### config.mk
export PLATFORM = sky130hd
export DESIGN_NAME = gpo_pad_ctrl_flat
export DESIGN_NICKNAME = d
export VERILOG_FILES = /design/src/rtl/gpo_pad_ctrl_if.sv /design/src/rtl/gpo_pad_ctrl.sv /design/src/flat_wrapper.sv
export SDC_FILE = /design/constraint.sdc
export NUM_CORES = 1
export LEC_CHECK = 0
export BUFFER_PORTS_ARGS = -buffer_cell sky130_fd_sc_hd__clkbuf_2
export CAP_MARGIN = 20
export CORE_UTILIZATION = 60
export DETAILED_ROUTE_END_ITERATION = 10
export GPL_ROUTABILITY_DRIVEN = 0
export HOLD_SLACK_MARGIN = 0.1
export MAX_ROUTING_LAYER = met4
export PLACE_DENSITY_LB_ADDON = 0.1
export SLEW_MARGIN = 10
export SYNTH_ARGS = -nofsm -noshare
export SYNTH_HDL_FRONTEND = slang
export SYNTH_SLANG_ARGS = --single-unit
### constraint.sdc
create_clock -name CLK_I -period 4.17 [get_ports CLK_I]
set_input_delay 0.6255 -clock CLK_I [delete_from_list [all_inputs] [get_ports CLK_I]]
set_output_delay 0.6255 -clock CLK_I [all_outputs]
set_load 0.02 [all_outputs]
### src/rtl/gpo_pad_ctrl_if.sv
// Configuration request channel of the GPO pad controller.
// The requester drives the request fields; the controller returns ready.
interface gpo_pad_ctrl_if;
    logic       CFG_VALID_I;
    logic       CFG_READY_O;
    logic [3:0] CFG_DS_I;
    logic       CFG_SR_I;
    logic       CFG_CO_I;
    logic [1:0] CFG_MODE_I;
    logic       CFG_EN_I;

    modport master (
        output CFG_VALID_I, CFG_DS_I, CFG_SR_I, CFG_CO_I, CFG_MODE_I, CFG_EN_I,
        input  CFG_READY_O
    );

    modport slave (
        input  CFG_VALID_I, CFG_DS_I, CFG_SR_I, CFG_CO_I, CFG_MODE_I, CFG_EN_I,
        output CFG_READY_O
    );
endinterface

### src/rtl/gpo_pad_ctrl.sv
// GPO pad reconfiguration sequencer: tri-states the pad, applies a new drive
// setting, waits for VBIAS when strong drive is requested, then re-enables.
module gpo_pad_ctrl #(
    parameter int unsigned GUARD_CYC = 4,
    parameter int unsigned VB_TO     = 64
) (
    input  logic               CLK_I,
    input  logic               RST_I,
    gpo_pad_ctrl_if.slave      cfg,
    input  logic               DATA_I,
    input  logic               VBIAS_OK_I,
    output logic               DO_O,
    output logic [3:0]         DS_O,
    output logic               SR_O,
    output logic               CO_O,
    output logic               OE_O,
    output logic               ODP_O,
    output logic               ODN_O,
    output logic               BUSY_O,
    output logic               ERR_O
);

    typedef enum logic [2:0] {
        IDLE,
        GOFF,
        APPLY,
        VBWAIT,
        GON
    } state_t;

    localparam logic [7:0] GUARD_LD = 8'(GUARD_CYC);
    localparam logic [7:0] VB_LD    = 8'(VB_TO);

    state_t     state;
    logic [7:0] cnt;
    logic       ready_q;
    logic       vb_m;
    logic       vb_s;
    logic [3:0] cap_ds;
    logic       cap_sr;
    logic       cap_co;
    logic [1:0] cap_mode;
    logic       cap_en;
    logic       drive_ok;

    assign cfg.CFG_READY_O = ready_q & ~RST_I;
    assign drive_ok        = cap_en & (cap_mode != 2'b11);

    always_ff @(posedge CLK_I) begin
        if (RST_I) begin
            vb_m <= 1'b0;
            vb_s <= 1'b0;
            DO_O <= 1'b0;
        end else begin
            vb_m <= VBIAS_OK_I;
            vb_s <= vb_m;
            DO_O <= DATA_I;
        end
    end

    always_ff @(posedge CLK_I) begin
        if (RST_I) begin
            state    <= IDLE;
            cnt      <= '0;
            ready_q  <= 1'b0;
            BUSY_O   <= 1'b0;
            ERR_O    <= 1'b0;
            OE_O     <= 1'b0;
            DS_O     <= '0;
            SR_O     <= 1'b0;
            CO_O     <= 1'b0;
            ODP_O    <= 1'b0;
            ODN_O    <= 1'b0;
            cap_ds   <= '0;
            cap_sr   <= 1'b0;
            cap_co   <= 1'b0;
            cap_mode <= '0;
            cap_en   <= 1'b0;
        end else begin
            case (state)
                IDLE: begin
                    if (cfg.CFG_VALID_I && ready_q) begin
                        cap_ds   <= cfg.CFG_DS_I;
                        cap_sr   <= cfg.CFG_SR_I;
                        cap_co   <= cfg.CFG_CO_I;
                        cap_mode <= cfg.CFG_MODE_I;
                        cap_en   <= cfg.CFG_EN_I;
                        ERR_O    <= 1'b0;
                        OE_O     <= 1'b0;
                        ready_q  <= 1'b0;
                        BUSY_O   <= 1'b1;
                        cnt      <= GUARD_LD;
                        state    <= GOFF;
                    end else begin
                        ready_q <= 1'b1;
                        // strong drive without bias: disable until reconfigured
                        if (OE_O && (DS_O[1:0] != 2'b00) && !vb_s) begin
                            OE_O  <= 1'b0;
                            ERR_O <= 1'b1;
                        end
                    end
                end
                GOFF: begin
                    // acceptance cycle drops OE, then GUARD_CYC guard cycles
                    if (cnt == 8'd0) begin
                        DS_O  <= cap_ds;
                        SR_O  <= cap_sr;
                        CO_O  <= cap_co;
                        ODP_O <= (cap_mode == 2'b01);
                        ODN_O <= (cap_mode == 2'b10);
                        state <= APPLY;
                    end else begin
                        cnt <= cnt - 8'd1;
                    end
                end
                APPLY: begin
                    if (cap_ds[1:0] == 2'b00) begin
                        cnt   <= GUARD_LD;
                        state <= GON;
                    end else begin
                        cnt   <= VB_LD;
                        state <= VBWAIT;
                    end
                end
                VBWAIT: begin
                    if (vb_s) begin
                        cnt   <= GUARD_LD;
                        state <= GON;
                    end else if (cnt <= 8'd1) begin
                        DS_O[1:0] <= 2'b00;
                        ERR_O     <= 1'b1;
                        cnt       <= GUARD_LD;
                        state     <= GON;
                    end else begin
                        cnt <= cnt - 8'd1;
                    end
                end
                GON: begin
                    if (cnt <= 8'd1) begin
                        OE_O    <= drive_ok & ((DS_O[1:0] == 2'b00) | vb_s);
                        if (drive_ok && (DS_O[1:0] != 2'b00) && !vb_s) begin
                            ERR_O <= 1'b1;
                        end
                        BUSY_O  <= 1'b0;
                        ready_q <= 1'b1;
                        state   <= IDLE;
                    end else begin
                        cnt <= cnt - 8'd1;
                    end
                end
                default: begin
                    BUSY_O  <= 1'b0;
                    ready_q <= 1'b0;
                    OE_O    <= 1'b0;
                    state   <= IDLE;
                end
            endcase
        end
    end

endmodule

### src/flat_wrapper.sv
// flat-port wrapper written by rule: the top's interface ports become plain ports
module gpo_pad_ctrl_flat 
#(
    parameter int unsigned GUARD_CYC = 4,
    parameter int unsigned VB_TO     = 64
)
  (CLK_I, RST_I, DATA_I, VBIAS_OK_I, DO_O, DS_O, SR_O, CO_O, OE_O, ODP_O, ODN_O, BUSY_O, ERR_O, cfg_CFG_VALID_I, cfg_CFG_DS_I, cfg_CFG_SR_I, cfg_CFG_CO_I, cfg_CFG_MODE_I, cfg_CFG_EN_I, cfg_CFG_READY_O);
  gpo_pad_ctrl_if cfg_i ();
  input  logic CLK_I;
  input  logic RST_I;
  input  logic DATA_I;
  input  logic VBIAS_OK_I;
  output logic DO_O;
  output logic [3:0] DS_O;
  output logic SR_O;
  output logic CO_O;
  output logic OE_O;
  output logic ODP_O;
  output logic ODN_O;
  output logic BUSY_O;
  output logic ERR_O;
  input wire logic [$bits(cfg_i.CFG_VALID_I)-1:0] cfg_CFG_VALID_I;
  input wire logic [$bits(cfg_i.CFG_DS_I)-1:0] cfg_CFG_DS_I;
  input wire logic [$bits(cfg_i.CFG_SR_I)-1:0] cfg_CFG_SR_I;
  input wire logic [$bits(cfg_i.CFG_CO_I)-1:0] cfg_CFG_CO_I;
  input wire logic [$bits(cfg_i.CFG_MODE_I)-1:0] cfg_CFG_MODE_I;
  input wire logic [$bits(cfg_i.CFG_EN_I)-1:0] cfg_CFG_EN_I;
  output wire logic [$bits(cfg_i.CFG_READY_O)-1:0] cfg_CFG_READY_O;
  assign cfg_i.CFG_VALID_I = cfg_CFG_VALID_I;
  assign cfg_i.CFG_DS_I = cfg_CFG_DS_I;
  assign cfg_i.CFG_SR_I = cfg_CFG_SR_I;
  assign cfg_i.CFG_CO_I = cfg_CFG_CO_I;
  assign cfg_i.CFG_MODE_I = cfg_CFG_MODE_I;
  assign cfg_i.CFG_EN_I = cfg_CFG_EN_I;
  assign cfg_CFG_READY_O = cfg_i.CFG_READY_O;
  gpo_pad_ctrl #(.GUARD_CYC(GUARD_CYC), .VB_TO(VB_TO)) u_core (.CLK_I(CLK_I), .RST_I(RST_I), .cfg(cfg_i), .DATA_I(DATA_I), .VBIAS_OK_I(VBIAS_OK_I), .DO_O(DO_O), .DS_O(DS_O), .SR_O(SR_O), .CO_O(CO_O), .OE_O(OE_O), .ODP_O(ODP_O), .ODN_O(ODN_O), .BUSY_O(BUSY_O), .ERR_O(ERR_O));
endmodule
==> summary.txt, run 1 <==
STA
  – Worst slew pin tran: 0.658 ns
  – Final clock skew: 0.00452 ns
  – Setup TNS: 0 ns
  – Slew margin rel.: 56.1%
  – Final Cycle Share: 49.8%
  – Final setup margin: 2.09 ns
  – Setup-failing EPs final: 0
  – Slew Viols, Final: 0
  – Final hold violations: 0
  – Hold slack: 0.455 ns
  – Min Tclk post-route: 2.08 ns
  – FMAX: 481 MHz
  – RSZ-0062 raised after global routing: false

Pwr
  – Tot Pwr: 1.38 mW
  – Total power divided by cell area: 729 nW/um^2
  – P_leak: 0.713 nW
  – Max rail drop VDD: 0.000549 V

Die
  – Die area: 3080 sq um
  – # rows: 19
  – Die Y: 55.5 um
  – Overall die width: 55.5 um
  – I/O pin count: 27
  – Initial core utilization: 62.8%
  – Core area: 2730 sq um

Hold path
  – Min-Delay Path Depth: 1
  – Hold path start: u_core.vb_m
  – Hold crit path type: register to register
  – Worst Hold End: u_core.vb_s

Place
  – Placed insts: 242
  – I/O Buffers: 26
  – Post-Place Setup Slack: 2.08 ns
  – Placed cell area: 1840 sq um
  – HPWL after DPL: 2.86 mm

Critical path
  – Max stage delay cell, worst path: a2111oi_2
  – Crit path launch type: register
  – Worst-path fanout max: 6
  – FF-to-FF path depth: 7
  – R2r setup slk: 2.09 ns
  – RR Endpoint: u_core.cnt[7]
  – Worst setup EP type: register
  – Critical path type: register to register
  – Worst path arrival time: 2.31 ns
  – Worst stage delay on the critical path: 0.45 ns
  – Buf/Inv on CP: 1
  – WP data required: 4.41 ns
  – Reg-to-reg startpoint: u_core.cnt[0]
  – Crit path max-delay family: compound AO/OA/AOI/OAI gates
  – Worst-path cell chain: inv_1, ha_1, nor2_1, o31ai_4, a2111oi_2, xnor2_1, nor2_1
  – CP most frequent cell: nor2_1

Cells and area
  – Post-Layout Cell Count: 250
  – Final nets: 235
  – Area grow syn2layout: 10.4%
  – Layout Cell Area excl Fill: 1900 sq um
  – Share of post-route cells with drive strength above 1: 20.1%
  – ANT cells: 0
  – Layout fillers: 244
  – Fin util: 69.4%

Global routing
  – Antenna violations before repair: 0
  – Met2 Usage GRT: 46.0%
  – All-Layer GR Usage: 27.2%
  – First-pass GRT wire length: 6.33 mm
  – Largest net degree at the start of global routing: 33
  – Residual overflow from global routing: 0
  – Met1 Track Usage GR: 29.9%
  – GRT busiest layer: met2
  – Vias in the first global route: 1472
  – Met3 Usage GRT: 7.49%

Status
  – Status: finished clean

Clocking
  – H-tree levels: 2
  – CTS Buf Count: 5
  – CTS Hold Buffers Added: 0
  – Post-cts resize count: 0
  – CTS tree: built
  – Clk sinks: 35
  – Post-CTS setup buffers: 0
  – Root Driver: clkbuf_4
  – Skew-Pair Late Insertion Delay: 0.34 ns
  – Clk slew on worst S/H paths: 0.11 ns
  – Bufs on Longest Clock Path: 2

Detailed routing
  – ANT nets after route: 0
  – DR iter-0 viols: 60
  – Post-DR wirelength/cell: 15.2 um
  – Via count: 1536
  – Total Wirelength: 3.79 mm
  – DRC viols: 0
  – DRT Pass-1 Iters: 4
  – Via/cell ratio: 6.14

Synthesis
  – Distinct cells, synth: 45
  – Mapped Nets: 210
  – Mean Syn Cell Area: 8.90 sq um
  – Synthesized area: 1720 sq um
  – Register bit count reported by yosys: 35
  – Async SR Flop Fraction: 0%
  – Cells after Synth: 193
  – Post-synth EDFFs: 0
  – Commonest register cell after synthesis: dfxtp_1
  – Sequential-to-total area share from yosys stat: 40.8%
  – Yosys warning total: 0

Job
  – Max-Cap Viols: 0
==> placed cells by master, fill, tap and decap left out, drive strengths merged, types with 4 or more instances in the layout <==
master / instances
nor2: 30
nor3: 6
mux2i: 9
o21ai: 9
clkbuf: 32
a21oi: 14
xnor2: 4
nand2: 15
or3: 5
inv: 8
dfxtp: 35
nor2b: 6
==> layer usage <==
metal  up-vias  routed length, um
met1       711               1540
met3        10                264
met5         -                  0
met2        73               1920
li1        742                  -
met4         0                 59
==> report_power, final <==
group / leakage (nW) / switching [mW] / internal [mW]
Sequential: 0.286 / 0.0851 / 0.400
Clock: 0.0282 / 0.116 / 0.0650
Combinational: 0.399 / 0.421 / 0.297
Total: 0.713 / 0.622 / 0.762
==> cell usage after synthesis (2+ instances only) <==
cell type   n  area share [%]
nor3b_1     3             1.3
o21ai_1     2            0.58
ha_1        3             2.2
nor3_1      5             1.5
clkbuf_1    4            0.87
o211ai_1    2            0.87
o21ai_0     7             2.0
nand2b_1    3             1.1
a211oi_1    3             1.3
a21oi_1    12             3.5
nor2b_1     6             2.2
nand3_1     3            0.87
a2111oi_2   2             1.7
a22oi_1     2            0.87
nand2_1    15             3.3
xnor2_1     4             2.0
o21bai_1    2            0.87
buf_2       2            0.58
a31oi_1     2            0.73
inv_1       8             1.7
and4_1      2             1.0
a21o_1      2            0.87
mux2i_1     9             5.2
or3_1       2            0.73
nor2_1     30             6.6
nand4_1     3             1.1
or3_4       3             2.0
dfxtp_1    35              41
==> worst register-to-register path: cells and delay by family (launching register included) <==
kind | cells | cell delay [ns]
simple gates | 2 | 0.41
xor+xnor | 1 | 0.17
buf+inv | 1 | 0.10
fa+ha+maj | 1 | 0.26
compound gates | 2 | 0.64
flops | 1 | 0.40
==> registers in the layout, indices dropped and copies added, names as in the netlist, 2 cells and up <==
signal / count
u_core.DS_O: 4
u_core.cap_ds: 4
u_core.cap_mode: 2
u_core.cnt: 8
u_core.state: 3
==> cells by family after synthesis <==
| family | synth area share, % |
|---|---|
| adder cells (fa/ha/maj) | 2.19 |
| flip-flops | 40.8 |
| AO/OA/AOI/OAI | 22.4 |
| buffers and inverters | 4.30 |
| multiplexers | 5.24 |
| XOR/XNOR | 2.55 |
| AND/OR/NAND/NOR | 22.5 |
==> area by class of cell <==
type                            instances  area [sq um]  area share [%]
Inverter                                8          30.0            1.58
Multi-Input combinational cell        142           943            49.7
Sequential cell                        35           701            36.9
Timing Repair Buffer                   26           130            6.86
Clock inverter                          2          12.5           0.660
Clock buffer                            6          41.3            2.18
Tap cell                               31          38.8            2.04
==> worst max-delay path by stage <==
stage / slack (ns) / from / depth (start not counted) / endpoint
after floorplan: 2.33 / u_core.cnt[0] / 7 / u_core.cnt[7]
after global placement: 2.14 / cfg_CFG_VALID_I / 6 / u_core.cnt[1]
after detailed placement: 2.08 / cfg_CFG_VALID_I / 6 / u_core.cnt[1]
after CTS: 2.09 / u_core.state[0] / 4 / u_core.cap_ds[2]
after global routing: 1.88 / u_core.cnt[0] / 7 / u_core.DS_O[1]
final: 2.09 / u_core.cnt[0] / 7 / u_core.cnt[7]
(Power assumes the default switching activity.)
==> run 2, diff against run 1 <==
ABC_AREA = 1   (was not set)
CORE_UTILIZATION = 50   (was 60)
clock period = 1.85 ns   (was 4.17 ns; I/O delays follow)
==> run 2 against run 1 <==
Flip-flop and latch count unchanged. Critical endpoint is now u_core.state[2]. Worst setup slack lost 1.9 ns. Synthesized cell count increased by 27%. Sequential share of layout area decreased by 1.2 points. Non-clock buffer count up 4.
==> summary.txt, run 2 <==
STA
  – Final Cycle Share: 89.7%
  – Final hold violations: 0
  – Slew margin rel.: 64.1%
  – FMAX: 603 MHz
  – Final setup margin: 0.190 ns
  – Worst slew pin tran: 0.533 ns
  – Min Tclk post-route: 1.66 ns
  – Setup TNS: 0 ns
  – RSZ-0062 raised after global routing: false
  – Final clock skew: 0.0133 ns
  – Setup-failing EPs final: 0
  – Slew Viols, Final: 0

Cells and area
  – Largest register FFs: 8
  – Area grow syn2layout: 14.0%
  – Share of post-route cells with drive strength above 1: 20.6%
  – Layout Cell Area excl Fill: 1960 sq um
  – Biggest register: u_core.cnt
  – Commonest non-fill, non-tap cell in the layout: nand2_1
  – Most frequent cells in the layout: nand2_1, dfxtp_1, inv_1
  – Top Registers: u_core.cnt: 8 flops, u_core.DS_O: 4 flops, u_core.cap_ds: 4 flops
  – ANT cells: 0
  – Final nets: 293

Global routing
  – Residual overflow from global routing: 0
  – Largest net degree at the start of global routing: 20
  – Vias in the first global route: 1339
  – Antenna violations before repair: 0
  – First-pass GRT wire length: 5.88 mm
  – All-Layer GR Usage: 22.7%

Detailed routing
  – Via count: 1558
  – DRC viols: 0
  – DRT Pass-1 Iters: 4
  – DR iter-0 viols: 113
  – ANT nets after route: 0
  – Total Wirelength: 3.61 mm
  – Post-DR wirelength/cell: 11.2 um
  – Via/cell ratio: 4.85

Place
  – I/O Buffers: 26
  – Placed cell area: 1900 sq um
  – Post-Place Setup Slack: 0.215 ns
  – HPWL after DPL: 2.70 mm

Synthesis
  – Top-area cell type share of the netlist area: 40.8%
  – Register bit count reported by yosys: 35
  – Area contributors post-synth: dfxtp_1, nand2_1, inv_1
  – Mapped Nets: 262
  – Most area-hungry cell type in the Yosys netlist: dfxtp_1
  – Commonest register cell after synthesis: dfxtp_1
  – Sequential-to-total area share from yosys stat: 40.8%
  – Async SR Flop Fraction: 0%
  – Synthesized area: 1720 sq um
  – Synth top cells by count: nand2_1, dfxtp_1, inv_1
  – Distinct cells, synth: 28
  – Mean Syn Cell Area: 7.02 sq um
  – Cells after Synth: 245
  – Post-synth EDFFs: 0
  – Top-count cell post-synth: nand2_1
  – Yosys warning total: 0

Hold path
  – Worst Hold End: u_core.vb_m
  – Hold path start: VBIAS_OK_I
  – Hold crit path type: primary input to register
  – Min-Delay Path Depth: 3

Die
  – # rows: 20
  – Initial core utilization: 54.5%
  – Overall die width: 60.6 um
  – Die Y: 60.6 um
  – Die area: 3680 sq um
  – Core area: 3150 sq um
  – I/O pin count: 27

Status
  – Status: finished clean

Critical path
  – Worst stage delay on the critical path: 0.36 ns
  – Crit path launch type: register
  – Worst-path fanout max: 6
  – FF-to-FF path depth: 10
  – Max stage delay cell, worst path: dfxtp_1
  – Worst setup EP type: register
  – CP most frequent cell: nand2_1
  – CP startpoint: u_core.cnt[0]
  – R2r setup slk: 0.19 ns
  – Crit path max-delay family: simple AND/OR/NAND/NOR gates
  – WP data required: 2.14 ns
  – RR Endpoint: u_core.state[2]
  – Buf/Inv on CP: 2
  – Reg-to-reg startpoint: u_core.cnt[0]
  – Worst-path cell chain: inv_1, ha_1, inv_1, nand2_1, nand4_2, nand2_1, nand2_1, nor2_1, nand2_1, a21oi_1
  – Worst path arrival time: 1.95 ns
  – Critical path type: register to register

Clocking
  – CTS tree: built
  – CTS Buf Count: 5
  – Clk slew on worst S/H paths: 0.12 ns
  – Root Driver: clkbuf_4
  – Skew-Pair Late Insertion Delay: 0.35 ns
  – Bufs on Longest Clock Path: 2
  – Clk sinks: 35
  – H-tree levels: 2
  – Post-cts resize count: 0

Pwr
  – Max rail drop VDD: 0.000625 V
  – Total power divided by cell area: 1160 nW/um^2
  – P_leak: 0.946 nW

Job
  – Max-Cap Viols: 0
## run 2: changes by cell type in the layout (fill, tap and decap cells not counted), sizes merged, moves of 5 or more
cell | previous run | this run
inv | 8 | 41
a21oi | 14 | 25
nor2b | 6 | 0
nand2 | 15 | 55
mux2i | 9 | 0
or3 | 5 | 0
o21ai | 9 | 25
nand3 | 3 | 14
nor3 | 6 | 1
## run 2: logic make-up after synthesis
logic type,Yosys count,synth area share [%]
buffers and inverters,47,10.8
AO/OA/AOI/OAI,54,16.8
AND/OR/NAND/NOR,104,28.4
flip-flops,35,40.8
XOR/XNOR,2,1.02
adder cells (fa/ha/maj),3,2.18
## run 2: tightest hold or removal path: stages
cell and delay (ns):
clkbuf_2 0.08, inv_1 0.04, nor2_1 0.03
## run 2: routing by layer
metal	vias to the layer above	global-route usage (%)	share of wire, %
met2	32	33.1	45
met5	-	-	0
li1	838	-	-
met3	7	6.40	4.6
met1	681	30.5	49
met4	0	6.82	1.2
## run 2: what timing repair did
item	CTS	global route
setup endpoints to repair	0	0
hold buffers	0	1
setup buffers	0	0
hold endpoints to repair	0	1
## run 2: through the flow
stage	instances	hold slack, ns	util [%]	power [mW]
after floorplan	245	0.347	-	1.68
after global placement	312	0.413	60.2	1.87
after detailed placement	312	0.417	60.2	1.87
after CTS	320	0.101	61.9	2.29
after global routing	321	0.121	62.2	2.46
final	321	0.116	62.2	2.28
## run 2: power breakdown
part           internal, mW  switching (mW)  total, mW
registers             0.866          0.0883      0.955
clock network         0.147           0.275      0.422
logic                 0.319           0.588      0.907
total                  1.33           0.951       2.28
## run 2: worst max-delay path by stage
stage	endpoint	slack, ns	cells after the start
2_1_floorplan	u_core.state[1]	0.45	10
3_3_place_gp	u_core.state[2]	0.25	10
3_5_place_dp	u_core.cnt[4]	0.22	9
4_1_cts	u_core.state[1]	0.20	10
5_1_grt	u_core.state[2]	0.002	10
6_report	u_core.state[2]	0.19	10
## run 2: cell type report
type,instances,area (sq um)
inverters,41,156
repair buffers,30,163
flip-flops and latches,35,701
clock buffers,6,41.3
multi-input cells,163,832
well taps,44,55.1
fillers,310,1190
clock inverters,2,12.5
==> run 3, diff against run 2 <==
CELL_PAD_IN_SITES_DETAIL_PLACEMENT = 1   (was not set)
CELL_PAD_IN_SITES_GLOBAL_PLACEMENT = 1   (was not set)
CORE_UTILIZATION = 36   (was 50)
clock period = 1.4 ns   (was 1.85 ns; I/O delays follow)
==> run 3 against run 2 <==
The run now ends with negative setup slack left. Wire length is 41% higher. First-iteration DRC count shrank 53%. Fmax rose by 12%. Final cell count rose by 12%. Combinational power up 110%. Clock skew shrank 0.0069 ns. Flip-flop and latch count is the same.
==> summary.txt, run 3 (synthesized netlist as in run 2, its figures left out) <==
Clocking
  – H-tree levels: 2
  – Clk sinks: 35
  – Skew-Pair Late Insertion Delay: 0.29 ns
  – Root Driver: clkbuf_8
  – CTS Buf Count: 5
  – CTS tree: built
  – Clk slew on worst S/H paths: 0.08 ns
  – Bufs on Longest Clock Path: 2

Detailed routing
  – ANT nets after route: 0
  – Post-DR wirelength/cell: 14.2 um
  – DR iter-0 viols: 53
  – Via/cell ratio: 4.90
  – DRC viols: 0
  – Via count: 1759
  – Total Wirelength: 5.08 mm
  – DRT Pass-1 Iters: 4

Pwr
  – Tot Pwr: 3.97 mW
  – P_leak: 1.15 nW
  – Total power divided by cell area: 1640 nW/um^2
  – Max rail drop VDD: 0.000774 V

Critical path
  – Crit path max-delay family: simple AND/OR/NAND/NOR gates
  – Buf/Inv on CP: 2
  – Worst path arrival time: 1.70 ns
  – Max stage delay cell, worst path: dfxtp_4
  – Worst stage delay on the critical path: 0.37 ns
  – Worst-path fanout max: 6
  – WP data required: 1.62 ns
  – Worst-path cell chain: inv_4, ha_4, inv_4, nand2_4, nand4_4, nand2_4, nand2_4, nor2_4, nand2_2, a21oi_2
  – Crit path launch type: register
  – CP most frequent cell: nand2_4
  – Critical path type: register to register
  – Worst setup EP type: register

Cells and area
  – Share of post-route cells with drive strength above 1: 39.7%
  – Biggest register: u_core.cnt
  – ANT cells: 0
  – Layout fillers: 575
  – Largest register FFs: 8
  – Area grow syn2layout: 41.1%
  – Reg area: 709 sq um
  – Most frequent cells in the layout: nand2_1, buf_4, dfxtp_1
  – Commonest non-fill, non-tap cell in the layout: nand2_1
  – Final nets: 323
  – Multi-input logic area: 1000 sq um
  – Top Registers: u_core.cnt: 8 flops, u_core.DS_O: 4 flops, u_core.cap_ds: 4 flops

Global routing
  – All-Layer GR Usage: 22.5%
  – Antenna violations before repair: 0
  – First-pass GRT wire length: 8.41 mm
  – Vias in the first global route: 1794
  – Residual overflow from global routing: 0
  – Largest net degree at the start of global routing: 21

Hold path
  – Hold crit path type: primary input to register

Place
  – HPWL after DPL: 3.64 mm
  – Post-Place Setup Slack: -0.273 ns
  – I/O Buffers: 26

STA
  – Worst slew pin tran: 0.403 ns
  – Final clock skew: 0.00638 ns
  – Setup-failing EPs final: 13
  – Min Tclk post-route: 1.48 ns
  – FMAX: 678 MHz
  – Hold slack: 0.105 ns
  – Final Cycle Share: 105%
  – Final setup margin: -0.0757 ns
  – Final hold violations: 0
  – Slew margin rel.: 72.8%
  – RSZ-0062 raised after global routing: true
  – Slew Viols, Final: 0

Die
  – I/O pin count: 27
  – # rows: 24
  – Overall die width: 71.1 um
  – Die Y: 71.1 um
  – Die area: 5060 sq um
  – Initial core utilization: 38.4%
  – Core area: 4470 sq um

Status
  – Failing checks: negative setup slack
  – Status: complete, but fails checks

Job
  – Max-Cap Viols: 0
run 3: tightest hold or removal path: cells and delay by family:
kind	cells	cell delay, ns
buf+inv	2	0.12
simple gates	1	0.03
run 3: final cells by class:
type | instances | share of cell area [%]
Timing Repair inverter | 1 | 0.258
Multi-Input combinational cell | 163 | 41.4
Tap cell | 52 | 2.68
Inverter | 41 | 6.96
Timing Repair Buffer | 59 | 16.0
Clock inverter | 2 | 0.516
Clock buffer | 6 | 2.99
Sequential cell | 35 | 29.2
run 3: where the power goes:
| part | internal (mW) | leakage, nW | switching [mW] |
|---|---|---|---|
| Sequential | 1.15 | 0.289 | 0.131 |
| Clock | 0.348 | 0.0412 | 0.385 |
| Combinational | 0.801 | 0.818 | 1.15 |
run 3: final timing paths:
| check | from | end | slack [ns] | cells past startpoint |
|---|---|---|---|---|
| max | u_core.cnt[0] | u_core.state[2] | -0.08 | 10 |
| min | DATA_I | u_core.DO_O | 0.10 | 3 |
| max reg2reg | u_core.cnt[0] | u_core.state[2] | -0.08 | 10 |
| min reg2reg | u_core.vb_m | u_core.vb_s | 0.42 | 2 |
run 3: timing repair:
action	CTS	global route
hold buffers	1	0
hold endpoints to repair	1	0
pin swaps	20	16
setup buffers	7	3
gates resized for setup	49	15
endpoints found under the setup margin	23	23
cloned	1	0
run 3: metal layers:
metal / part of all wire [%] / up-vias / track usage (%) / routed length [um]
li1: - / 895 / - / -
met1: 43 / 835 / 24.8 / 2180
met2: 53 / 20 / 40.7 / 2710
met3: 2.1 / 9 / 3.28 / 108
met4: 1.8 / 0 / 8.67 / 93
met5: 0 / - / - / 0
run 3: metrics by stage:
stage | setup TNS (ns) | instance area, sq um | utilization [%] | instances
finish | -0.621 | 2430 | 54.2 | 359
global route | -2.11 | 2430 | 54.2 | 359
CTS | -0.293 | 2360 | 52.7 | 356
detailed placement | -3.46 | 2060 | 46.0 | 340
global placement | -1.45 | 2060 | 46.0 | 340
floorplan | 0 | 1720 | - | 245
